<file path="config.mk">
export PLATFORM = sky130hd
export DESIGN_NAME = mem_port_arbiter_flat
export DESIGN_NICKNAME = d
export VERILOG_FILES = /design/src/rtl/mem_port_arbiter_pkg.sv /design/src/rtl/mem_port_arbiter_if.sv /design/src/rtl/arb_req_reg.sv /design/src/rtl/mem_port_arbiter.sv /design/src/flat_wrapper.sv
export SDC_FILE = /design/constraint.sdc
export NUM_CORES = 1
export LEC_CHECK = 0
export ABC_AREA = 1
export CORE_MARGIN = 4
export CORE_UTILIZATION = 30
export DETAILED_ROUTE_END_ITERATION = 8
export PLACE_DENSITY = 0.75
export SLEW_MARGIN = 20
export SYNTH_ARGS = -nofsm -noshare
export SYNTH_HDL_FRONTEND = slang
export SYNTH_SLANG_ARGS = --single-unit
export TNS_END_PERCENT = 20
</file>
<file path="constraint.sdc">
create_clock -name clk -period 3.8 [get_ports clk]
set_input_delay 0.57 -clock clk [delete_from_list [all_inputs] [get_ports clk]]
set_output_delay 0.57 -clock clk [all_outputs]
set_load 0.02 [all_outputs]
</file>
<file path="src/rtl/mem_port_arbiter_pkg.sv">
// mem_port_arbiter_pkg
// Shared types for the I/D memory-port arbiter: FSM state encoding,
// requester identifiers, captured operation kind, and a small helper
// that returns the opposite requester (used for round-robin ties).
package mem_port_arbiter_pkg;

  typedef enum logic [1:0] {
    IDLE    = 2'd0,
    SERVE_I = 2'd1,
    SERVE_D = 2'd2
  } arb_state_t;

  typedef enum logic {
    SRC_I = 1'b0,
    SRC_D = 1'b1
  } arb_src_t;

  typedef enum logic {
    OP_READ  = 1'b0,
    OP_WRITE = 1'b1
  } arb_op_t;

  // The requester that was not the argument.
  function automatic arb_src_t other_src(input arb_src_t src);
    arb_src_t result;
    case (src)
      SRC_I:   result = SRC_D;
      SRC_D:   result = SRC_I;
      default: result = SRC_D;
    endcase
    return result;
  endfunction

endpackage

</file>
<file path="src/rtl/mem_port_arbiter_if.sv">
// mem_port_arbiter_if
// Bundles the fetch-side (i_*), data-side (d_*) and downstream (mem_*)
// signals of the arbiter.
//   slave  : the arbiter's view (consumes requests, drives mem_* and resp)
//   master : the core + memory view (drives requests and mem_resp/rdata)
interface mem_port_arbiter_if #(
  parameter int ADDR_WIDTH = 32,
  parameter int DATA_WIDTH = 32
);
  localparam int BE_WIDTH = DATA_WIDTH / 8;

  logic                  i_read;
  logic [ADDR_WIDTH-1:0] i_address;
  logic [DATA_WIDTH-1:0] i_rdata;
  logic                  i_resp;

  logic                  d_read;
  logic                  d_write;
  logic [BE_WIDTH-1:0]   d_byte_enable;
  logic [ADDR_WIDTH-1:0] d_address;
  logic [DATA_WIDTH-1:0] d_wdata;
  logic [DATA_WIDTH-1:0] d_rdata;
  logic                  d_resp;

  logic                  mem_read;
  logic                  mem_write;
  logic [BE_WIDTH-1:0]   mem_byte_enable;
  logic [ADDR_WIDTH-1:0] mem_address;
  logic [DATA_WIDTH-1:0] mem_wdata;
  logic                  mem_resp;
  logic [DATA_WIDTH-1:0] mem_rdata;

  modport slave (
    input  i_read, i_address,
    output i_rdata, i_resp,
    input  d_read, d_write, d_byte_enable, d_address, d_wdata,
    output d_rdata, d_resp,
    output mem_read, mem_write, mem_byte_enable, mem_address, mem_wdata,
    input  mem_resp, mem_rdata
  );

  modport master (
    output i_read, i_address,
    input  i_rdata, i_resp,
    output d_read, d_write, d_byte_enable, d_address, d_wdata,
    input  d_rdata, d_resp,
    input  mem_read, mem_write, mem_byte_enable, mem_address, mem_wdata,
    output mem_resp, mem_rdata
  );
endinterface

</file>
<file path="src/rtl/arb_req_reg.sv">
// arb_req_reg
// Capture register for the granted request: address, store data, byte
// mask and operation. Loads on `load`, clears to zero on `clear`
// (synchronous), otherwise holds so the downstream port stays stable for
// the whole memory transaction.
// Ports: clk, clear, load, *_in (next request), *_r (captured request).
module arb_req_reg
  import mem_port_arbiter_pkg::*;
#(
  parameter int ADDR_WIDTH = 32,
  parameter int DATA_WIDTH = 32
) (
  input  logic                    clk,
  input  logic                    clear,
  input  logic                    load,
  input  logic [ADDR_WIDTH-1:0]   addr_in,
  input  logic [DATA_WIDTH-1:0]   wdata_in,
  input  logic [DATA_WIDTH/8-1:0] be_in,
  input  arb_op_t                 op_in,
  output logic [ADDR_WIDTH-1:0]   addr_r,
  output logic [DATA_WIDTH-1:0]   wdata_r,
  output logic [DATA_WIDTH/8-1:0] be_r,
  output arb_op_t                 op_r
);

  // Request capture: clear wins over load, otherwise hold.
  always_ff @(posedge clk) begin
    if (clear) begin
      addr_r  <= {ADDR_WIDTH{1'b0}};
      wdata_r <= {DATA_WIDTH{1'b0}};
      be_r    <= {(DATA_WIDTH/8){1'b0}};
      op_r    <= OP_READ;
    end else if (load) begin
      addr_r  <= addr_in;
      wdata_r <= wdata_in;
      be_r    <= be_in;
      op_r    <= op_in;
    end
  end

endmodule

</file>
<file path="src/rtl/mem_port_arbiter.sv">
// mem_port_arbiter
// Shares one downstream memory port between the instruction-fetch and
// data sides of the core. A granted request is captured into arb_req_reg
// and driven on mem_* until mem_resp; the response pulse is routed to the
// owner. On completion the other requester, if pending, is granted
// directly without an idle cycle.
// Ports: clk, rst (synchronous, active-high), bus (mem_port_arbiter_if.slave).
// Configuration macro: MEM_ARB_ROUND_ROBIN_EN -- when defined, IDLE ties go
// to the requester not served last; otherwise ties always go to D.
module mem_port_arbiter
  import mem_port_arbiter_pkg::*;
#(
  parameter int ADDR_WIDTH = 32,
  parameter int DATA_WIDTH = 32
) (
  input logic              clk,
  input logic              rst,
  mem_port_arbiter_if.slave bus
);

  localparam int BE_WIDTH = DATA_WIDTH / 8;
  localparam int OFF_BITS = $clog2(BE_WIDTH);
  localparam logic [ADDR_WIDTH-1:0] ALIGN_MASK =
    ~ADDR_WIDTH'((64'd1 << OFF_BITS) - 64'd1);

  arb_state_t            state_r;
  arb_state_t            next_state_s;
  logic                  load_s;
  arb_src_t              load_src_s;
  arb_src_t              tie_src_s;
  logic                  i_pend_s;
  logic                  d_pend_s;

  logic [ADDR_WIDTH-1:0] cap_addr_s;
  logic [DATA_WIDTH-1:0] cap_wdata_s;
  logic [BE_WIDTH-1:0]   cap_be_s;
  arb_op_t               cap_op_s;

  logic [ADDR_WIDTH-1:0] addr_r;
  logic [DATA_WIDTH-1:0] wdata_r;
  logic [BE_WIDTH-1:0]   be_r;
  arb_op_t               op_r;

  assign i_pend_s = bus.i_read;
  assign d_pend_s = bus.d_read | bus.d_write;

`ifdef MEM_ARB_ROUND_ROBIN_EN
  arb_src_t last_src_r;

  // Last-served flag: records the owner of every completed transaction.
  always_ff @(posedge clk) begin
    if (rst) begin
      last_src_r <= SRC_I;
    end else if ((state_r == SERVE_I) && bus.mem_resp) begin
      last_src_r <= SRC_I;
    end else if ((state_r == SERVE_D) && bus.mem_resp) begin
      last_src_r <= SRC_D;
    end
  end

  assign tie_src_s = other_src(last_src_r);
`else
  assign tie_src_s = SRC_D;
`endif

  // State register.
  always_ff @(posedge clk) begin
    if (rst) begin
      state_r <= IDLE;
    end else begin
      state_r <= next_state_s;
    end
  end

  // Next-state and grant selection. While serving, only the other side
  // is eligible on completion: the served side still holds its (now
  // stale) request during the response cycle.
  always_comb begin
    next_state_s = state_r;
    load_s       = 1'b0;
    load_src_s   = SRC_I;
    case (state_r)
      IDLE: begin
        if (i_pend_s && d_pend_s) begin
          load_s       = 1'b1;
          load_src_s   = tie_src_s;
          next_state_s = (tie_src_s == SRC_I) ? SERVE_I : SERVE_D;
        end else if (d_pend_s) begin
          load_s       = 1'b1;
          load_src_s   = SRC_D;
          next_state_s = SERVE_D;
        end else if (i_pend_s) begin
          load_s       = 1'b1;
          load_src_s   = SRC_I;
          next_state_s = SERVE_I;
        end else begin
          next_state_s = IDLE;
        end
      end
      SERVE_I: begin
        if (bus.mem_resp && d_pend_s) begin
          load_s       = 1'b1;
          load_src_s   = SRC_D;
          next_state_s = SERVE_D;
        end else if (bus.mem_resp) begin
          next_state_s = IDLE;
        end else begin
          next_state_s = SERVE_I;
        end
      end
      SERVE_D: begin
        if (bus.mem_resp && i_pend_s) begin
          load_s       = 1'b1;
          load_src_s   = SRC_I;
          next_state_s = SERVE_I;
        end else if (bus.mem_resp) begin
          next_state_s = IDLE;
        end else begin
          next_state_s = SERVE_D;
        end
      end
      default: begin
        next_state_s = IDLE;
      end
    endcase
  end

  // Capture mux: a fetch is always a full-word read; a data access is a
  // write whenever d_write is high, regardless of d_read.
  always_comb begin
    cap_addr_s  = bus.i_address;
    cap_wdata_s = {DATA_WIDTH{1'b0}};
    cap_be_s    = {BE_WIDTH{1'b1}};
    cap_op_s    = OP_READ;
    if (load_src_s == SRC_D) begin
      cap_addr_s  = bus.d_address;
      cap_wdata_s = bus.d_wdata;
      cap_be_s    = bus.d_byte_enable;
      cap_op_s    = bus.d_write ? OP_WRITE : OP_READ;
    end else begin
      cap_addr_s  = bus.i_address;
      cap_wdata_s = {DATA_WIDTH{1'b0}};
      cap_be_s    = {BE_WIDTH{1'b1}};
      cap_op_s    = OP_READ;
    end
  end

  arb_req_reg #(
    .ADDR_WIDTH(ADDR_WIDTH),
    .DATA_WIDTH(DATA_WIDTH)
  ) u_req_reg (
    .clk      (clk),
    .clear    (rst),
    .load     (load_s),
    .addr_in  (cap_addr_s),
    .wdata_in (cap_wdata_s),
    .be_in    (cap_be_s),
    .op_in    (cap_op_s),
    .addr_r   (addr_r),
    .wdata_r  (wdata_r),
    .be_r     (be_r),
    .op_r     (op_r)
  );

  // Output decode: downstream strobes come from state and captured op
  // only; resp pulses are the live mem_resp gated by ownership.
  always_comb begin
    bus.mem_read  = 1'b0;
    bus.mem_write = 1'b0;
    bus.i_resp    = 1'b0;
    bus.d_resp    = 1'b0;
    case (state_r)
      SERVE_I: begin
        bus.mem_read  = (op_r == OP_READ);
        bus.mem_write = (op_r == OP_WRITE);
        bus.i_resp    = bus.mem_resp;
      end
      SERVE_D: begin
        bus.mem_read  = (op_r == OP_READ);
        bus.mem_write = (op_r == OP_WRITE);
        bus.d_resp    = bus.mem_resp;
      end
      IDLE: begin
        bus.mem_read  = 1'b0;
        bus.mem_write = 1'b0;
      end
      default: begin
        bus.mem_read  = 1'b0;
        bus.mem_write = 1'b0;
      end
    endcase
  end

  assign bus.mem_address     = addr_r & ALIGN_MASK;
  assign bus.mem_wdata       = wdata_r;
  assign bus.mem_byte_enable = be_r;
  assign bus.i_rdata         = bus.mem_rdata;
  assign bus.d_rdata         = bus.mem_rdata;

endmodule

</file>
<file path="src/flat_wrapper.sv">
// flat-port wrapper written by rule: the top's interface ports become plain ports
module mem_port_arbiter_flat import mem_port_arbiter_pkg::*;
#(
  parameter int ADDR_WIDTH = 32,
  parameter int DATA_WIDTH = 32
)
  (clk, rst, bus_i_read, bus_i_address, bus_i_rdata, bus_i_resp, bus_d_read, bus_d_write, bus_d_byte_enable, bus_d_address, bus_d_wdata, bus_d_rdata, bus_d_resp, bus_mem_read, bus_mem_write, bus_mem_byte_enable, bus_mem_address, bus_mem_wdata, bus_mem_resp, bus_mem_rdata);
  mem_port_arbiter_if #(.ADDR_WIDTH(ADDR_WIDTH), .DATA_WIDTH(DATA_WIDTH)) bus_i ();
  input logic clk;
  input logic rst;
  input wire logic [$bits(bus_i.i_read)-1:0] bus_i_read;
  input wire logic [$bits(bus_i.i_address)-1:0] bus_i_address;
  output wire logic [$bits(bus_i.i_rdata)-1:0] bus_i_rdata;
  output wire logic [$bits(bus_i.i_resp)-1:0] bus_i_resp;
  input wire logic [$bits(bus_i.d_read)-1:0] bus_d_read;
  input wire logic [$bits(bus_i.d_write)-1:0] bus_d_write;
  input wire logic [$bits(bus_i.d_byte_enable)-1:0] bus_d_byte_enable;
  input wire logic [$bits(bus_i.d_address)-1:0] bus_d_address;
  input wire logic [$bits(bus_i.d_wdata)-1:0] bus_d_wdata;
  output wire logic [$bits(bus_i.d_rdata)-1:0] bus_d_rdata;
  output wire logic [$bits(bus_i.d_resp)-1:0] bus_d_resp;
  output wire logic [$bits(bus_i.mem_read)-1:0] bus_mem_read;
  output wire logic [$bits(bus_i.mem_write)-1:0] bus_mem_write;
  output wire logic [$bits(bus_i.mem_byte_enable)-1:0] bus_mem_byte_enable;
  output wire logic [$bits(bus_i.mem_address)-1:0] bus_mem_address;
  output wire logic [$bits(bus_i.mem_wdata)-1:0] bus_mem_wdata;
  input wire logic [$bits(bus_i.mem_resp)-1:0] bus_mem_resp;
  input wire logic [$bits(bus_i.mem_rdata)-1:0] bus_mem_rdata;
  assign bus_i.i_read = bus_i_read;
  assign bus_i.i_address = bus_i_address;
  assign bus_i_rdata = bus_i.i_rdata;
  assign bus_i_resp = bus_i.i_resp;
  assign bus_i.d_read = bus_d_read;
  assign bus_i.d_write = bus_d_write;
  assign bus_i.d_byte_enable = bus_d_byte_enable;
  assign bus_i.d_address = bus_d_address;
  assign bus_i.d_wdata = bus_d_wdata;
  assign bus_d_rdata = bus_i.d_rdata;
  assign bus_d_resp = bus_i.d_resp;
  assign bus_mem_read = bus_i.mem_read;
  assign bus_mem_write = bus_i.mem_write;
  assign bus_mem_byte_enable = bus_i.mem_byte_enable;
  assign bus_mem_address = bus_i.mem_address;
  assign bus_mem_wdata = bus_i.mem_wdata;
  assign bus_i.mem_resp = bus_mem_resp;
  assign bus_i.mem_rdata = bus_mem_rdata;
  mem_port_arbiter #(.ADDR_WIDTH(ADDR_WIDTH), .DATA_WIDTH(DATA_WIDTH)) u_core (.clk(clk), .rst(rst), .bus(bus_i));
endmodule
</file>
# Yosys cells after proc, flatten, opt, wreduce, memory -nomap -nowiden
# Index checks and enable logic that the tools add are counted.
dict set report word_totals {
  regBits 71
  latch_bits 0
  mem_bits_rw 0
  romBits 0
  input_bits 138
  n_memories 0
}
dict set report op_classes {
  add_sub_neg 0
  n_mul 0
  div_mod_pow 0
  n_lt_le_gt_ge 0
  n_eq_ne 2
  shifts 0
  muxes 26
  bitwise_logic 2
  reduce_logical 5
}
# op n
set op_table {}
lappend op_table {{$mux W32} 2}
lappend op_table {{$mux W1} 15}
lappend op_table {{$mux W2} 5}
lappend op_table {{$pmux W2 S3} 1}
lappend op_table {{$mux W4} 1}
lappend op_table {{$logic_and A1 B1 Y1} 3}
lappend op_table {{$pmux W1 S3} 1}
lappend op_table {{$eq A2 B1 Y1 const B} 1}
lappend op_table {{$eq A2 B2 Y1 const B} 1}
lappend op_table {{$logic_not A2 Y1} 1}
lappend op_table {{$pmux W1 S2} 1}
lappend op_table {{$reduce_or A2 Y1} 1}
lappend op_table {{$not A1 Y1} 1}
lappend op_table {{$or A1 B1 Y1} 1}

# Logic depth before layout (Yosys ltp)
dict set report depth {
  depth_word 5
  ltp_mapped 11
}

# Hierarchy
# Synthesis repeated with hierarchy kept, for this count alone.
dict set report hier_totals {
  hier_cells 716
  hier_area_um2 4280.4
}
# module instances cells_each area_each_um2
set by_module_without_submodules {}
lappend by_module_without_submodules {arb_req_reg 1 437 2861.5}
lappend by_module_without_submodules {mem_port_arbiter 1 279 1418.9}

# Least setup slack after synthesis
# No wires, ideal clock.
dict set report synth_timing {
  kind {reg2out}
  startpoint {reg u_core.state_r[0]}
  endpoint {out bus_mem_read}
  arrival_time_ps 985
  path_slack_ps 2245
  stages_incl_launch_ff 5
  n_path_buf 0
  path_cell_list {dfxtp_1 -> inv_1 -> ha_1 -> inv_1 -> nor2_1}
}
dict set report synth_between {
  elab_chain_len 3
  elab_cells_between_ends 4
  classes_between {2 x eq/ne; 1 x mux; 1 x reduce/logical}
}
# element line_no
set synth_rtl {}
lappend synth_rtl {{start, declared} mem_port_arbiter.sv:26} ;# arb_state_t state_r;
lappend synth_rtl {{start signal, assigned} mem_port_arbiter.sv:71} ;# state_r <= next_state_s;
lappend synth_rtl {{$eq A2 B1 Y1 / $eq A2 B2 Y1 (equally long branches)} mem_port_arbiter.sv:172} ;# case (state_r)
lappend synth_rtl {{$reduce_or A2 Y1 (no line) *} n/a}
lappend synth_rtl {{$mux W1 *} n/a}
lappend synth_rtl {{end, declared} flat_wrapper.sv:22} ;# output wire logic [$bits(bus_i.mem_read)-1:0] bus_mem_read;
# Every way passes the cells marked *; elsewhere a longest branch is shown, timed or not.

# Worst setup path in the final report
dict set report layout_timing {
  startpoint {in bus_mem_resp}
  endpoint {out bus_i_resp}
}
dict set report layout_between {
  elab_chain_len 1
}
# element line_no
set layout_rtl {}
lappend layout_rtl {{start, declared} flat_wrapper.sv:27} ;# input wire logic [$bits(bus_i.mem_resp)-1:0] bus_mem_resp;
lappend layout_rtl {{$mux W1} mem_port_arbiter.sv:172}
lappend layout_rtl {{end, declared} flat_wrapper.sv:14} ;# output wire logic [$bits(bus_i.i_resp)-1:0] bus_i_resp;
# Every way passes these cells.

==> run metrics <==
final period utilization=0.6480; remaining global-route overflow=0; crit end category=output pin; most common cell after layout, fill and taps aside=clkdlybuf4s50_1; run status=finished clean; worst skew pair latency=0.33 ns; CTS H-tree lvls=3; pre-CTS setup slack=1.172 ns; CORE AREA=0.01340 mm²; static leakage=2.656 nW; Compound-Gate Fraction of Synth Area=0.04825; Mapped Area=0.004149 mm²; R2R depth=9; first drt pass iteration count=4; synthesized-area fraction occupied by adder cells=0.01206; worst slew pin tran=0.9237 ns; Port Buf Inserts=171; Critical Path AT=1.89 ns; Layout Area Growth over Synthesis=37.70%; Layout Nets=890; post-synthesis average cell area=6.267 µm²; Routability Congestion=0.7442; io pins=274; antenna viol nets, final=0; die footprint=0.01578 mm²; cell depth of the worst hold path=2; Worst VDD drop=289.7 µV; Clock Tree Root=clkbuf_16; CTS buffer count=9; register area share after synthesis=0.3329; Initial Util=0.3096; startpoint types=input pin; Final setup viols=0; Slew Limit Fails=0; Syn Inst Count=662; Die Height=125.6 µm; Achievable Freq=0.4061 GHz; vias in the first global route=3717; WP data required=3.23 ns; CP Max Fanout=4; DPL Wire Length=8116 µm; Via density=4.347; Clk pin slew, worst setup/hold paths=0.06 ns; final hold vios=0; total track usage=0.1403; Cell Pwr Density=459.8 mW/mm²; Setup TNS=0 ns; yosys warns=0; WL final=11520 µm; Rows=42; TritonCTS clock tree=yes; chip width=125.6 µm; setup bufs post-CTS=0; post-CTS sizing=0; Yosys reg bits=69; final worst slack=1.338 ns; largest net degree at the start of global routing=53; first-pass GRT wire length=17910 µm; min cycle time layout=2.462 ns; initial antenna violation count=0; clk sink count=69; main combinational cell family by area after synthesis=simple AND/OR/NAND/NOR gates; clk buf depth=2; Unique masters post-synth=17; ANT cells=0; total number of vias=4038; Rel. slew slack=0.3842; Max Cap Viol=0; DRC viols=0; DR iter-0 viols=199; Synth Area in XOR/XNOR=0; Layout Skew=0.006023 ns; mux contribution to synthesized area=0; Hold/Removal Path Class=reg2reg; Hold WS=0.4677 ns; most frequent cells in the layout=clkdlybuf4s50_1 (171), nand2_1 (130), nor2_1 (118), nand3_1 (96), inv_1 (90); share of layout cells above drive strength 1=0.04117; CP Class=in2out; drt wl/cell=12.40 µm; Synth Area in Simple Gates=0.3465; CTS Hold Bufs=0; RSZ-0062 raised after global routing=no
sequential cells by signal, indices dropped and copies added (netlist names):
register / flops
u_core.u_req_reg.wdata_r: 32
u_core.u_req_reg.addr_r: 30
u_core.u_req_reg.op_r: 1
u_core.u_req_reg.be_r: 4
u_core.state_r: 2
logic make-up (layout without fill, tap and decap cells):
group           Yosys count  count (layout)
simple gates            348             348
flops                    69              69
buf+inv                 200             290
fa+ha+maj                 4               4
other cells               1               2
compound gates           40              40
synthesized netlist by cell type:
| library cell | number | area share |
|---|---|---|
| o21ai_0 | 5 | 0.0060 |
| ha_1 | 4 | 0.012 |
| buf_2 | 20 | 0.024 |
| nand3_2 | 1 | 0.0024 |
| buf_6 | 5 | 0.014 |
| nand2_1 | 131 | 0.12 |
| inv_2 | 3 | 0.0027 |
| clkbuf_1 | 12 | 0.011 |
| a21oi_1 | 35 | 0.042 |
| dfxtp_1 | 69 | 0.33 |
| conb_1 | 1 | 0.00090 |
| inv_1 | 90 | 0.081 |
| nand3_1 | 96 | 0.12 |
| nor2_1 | 118 | 0.11 |
| clkbuf_4 | 1 | 0.0018 |
| nand2_2 | 2 | 0.0030 |
| buf_4 | 69 | 0.12 |
layout make-up:
cell class              count  area, µm²
clock buffers              12      246.5
fillers                  1399       7687
clock inverters             4      23.77
well taps                 176      220.2
multi-input cells         394       1705
flip-flops and latches     69       1381
inverters                  93      349.1
repair buffers            181       1787
worst paths after layout:
path | startpoint | endpoint | slack [ns]
min reg2reg | u_core.u_req_reg.be_r[3]$_SDFFE_PP0P_ | u_core.u_req_reg.be_r[3]$_SDFFE_PP0P_ | 0.47
max | bus_mem_resp | bus_i_resp | 1.34
min | u_core.u_req_reg.be_r[3]$_SDFFE_PP0P_ | u_core.u_req_reg.be_r[3]$_SDFFE_PP0P_ | 0.47
max reg2reg | u_core.state_r[0]$_SDFF_PP0_ | u_core.u_req_reg.addr_r[6]$_SDFFE_PP0P_ | 1.58
worst max-delay path, stage by stage:
cell,delay (ns)
clkdlybuf4s50_1,0.52
nand2_1,0.10
inv_1,0.06
clkdlybuf4s50_1,0.65
power by group:
part           total [mW]  leakage [nW]  switching [mW]  internal, mW
registers           0.880         0.572          0.0498         0.830
clock network       0.769         0.136           0.312         0.457
logic               0.978          1.95           0.545         0.433
total                2.63          2.66           0.906          1.72
metal layers:
| metal | up-vias | share of wire | track usage |
|---|---|---|---|
| li1 | 2107 | - | - |
| met5 | - | 0 | 0 |
| met3 | 36 | 0.096 | 0.06951 |
| met2 | 148 | 0.46 | 0.2272 |
| met1 | 1747 | 0.41 | 0.1555 |
| met4 | 0 | 0.030 | 0.06186 |
through the flow:
stage	utilization	total power [mW]	cell area, µm²	std cells
global placement	0.4062	1.875	5443	913
global route	0.4263	2.800	5713	929
floorplan	-	1.583	4153	663
CTS	0.4263	2.674	5713	929
detailed placement	0.4062	1.884	5443	913
finish	0.4263	2.627	5713	929
Note: power is estimated with default switching activity, not from simulation.
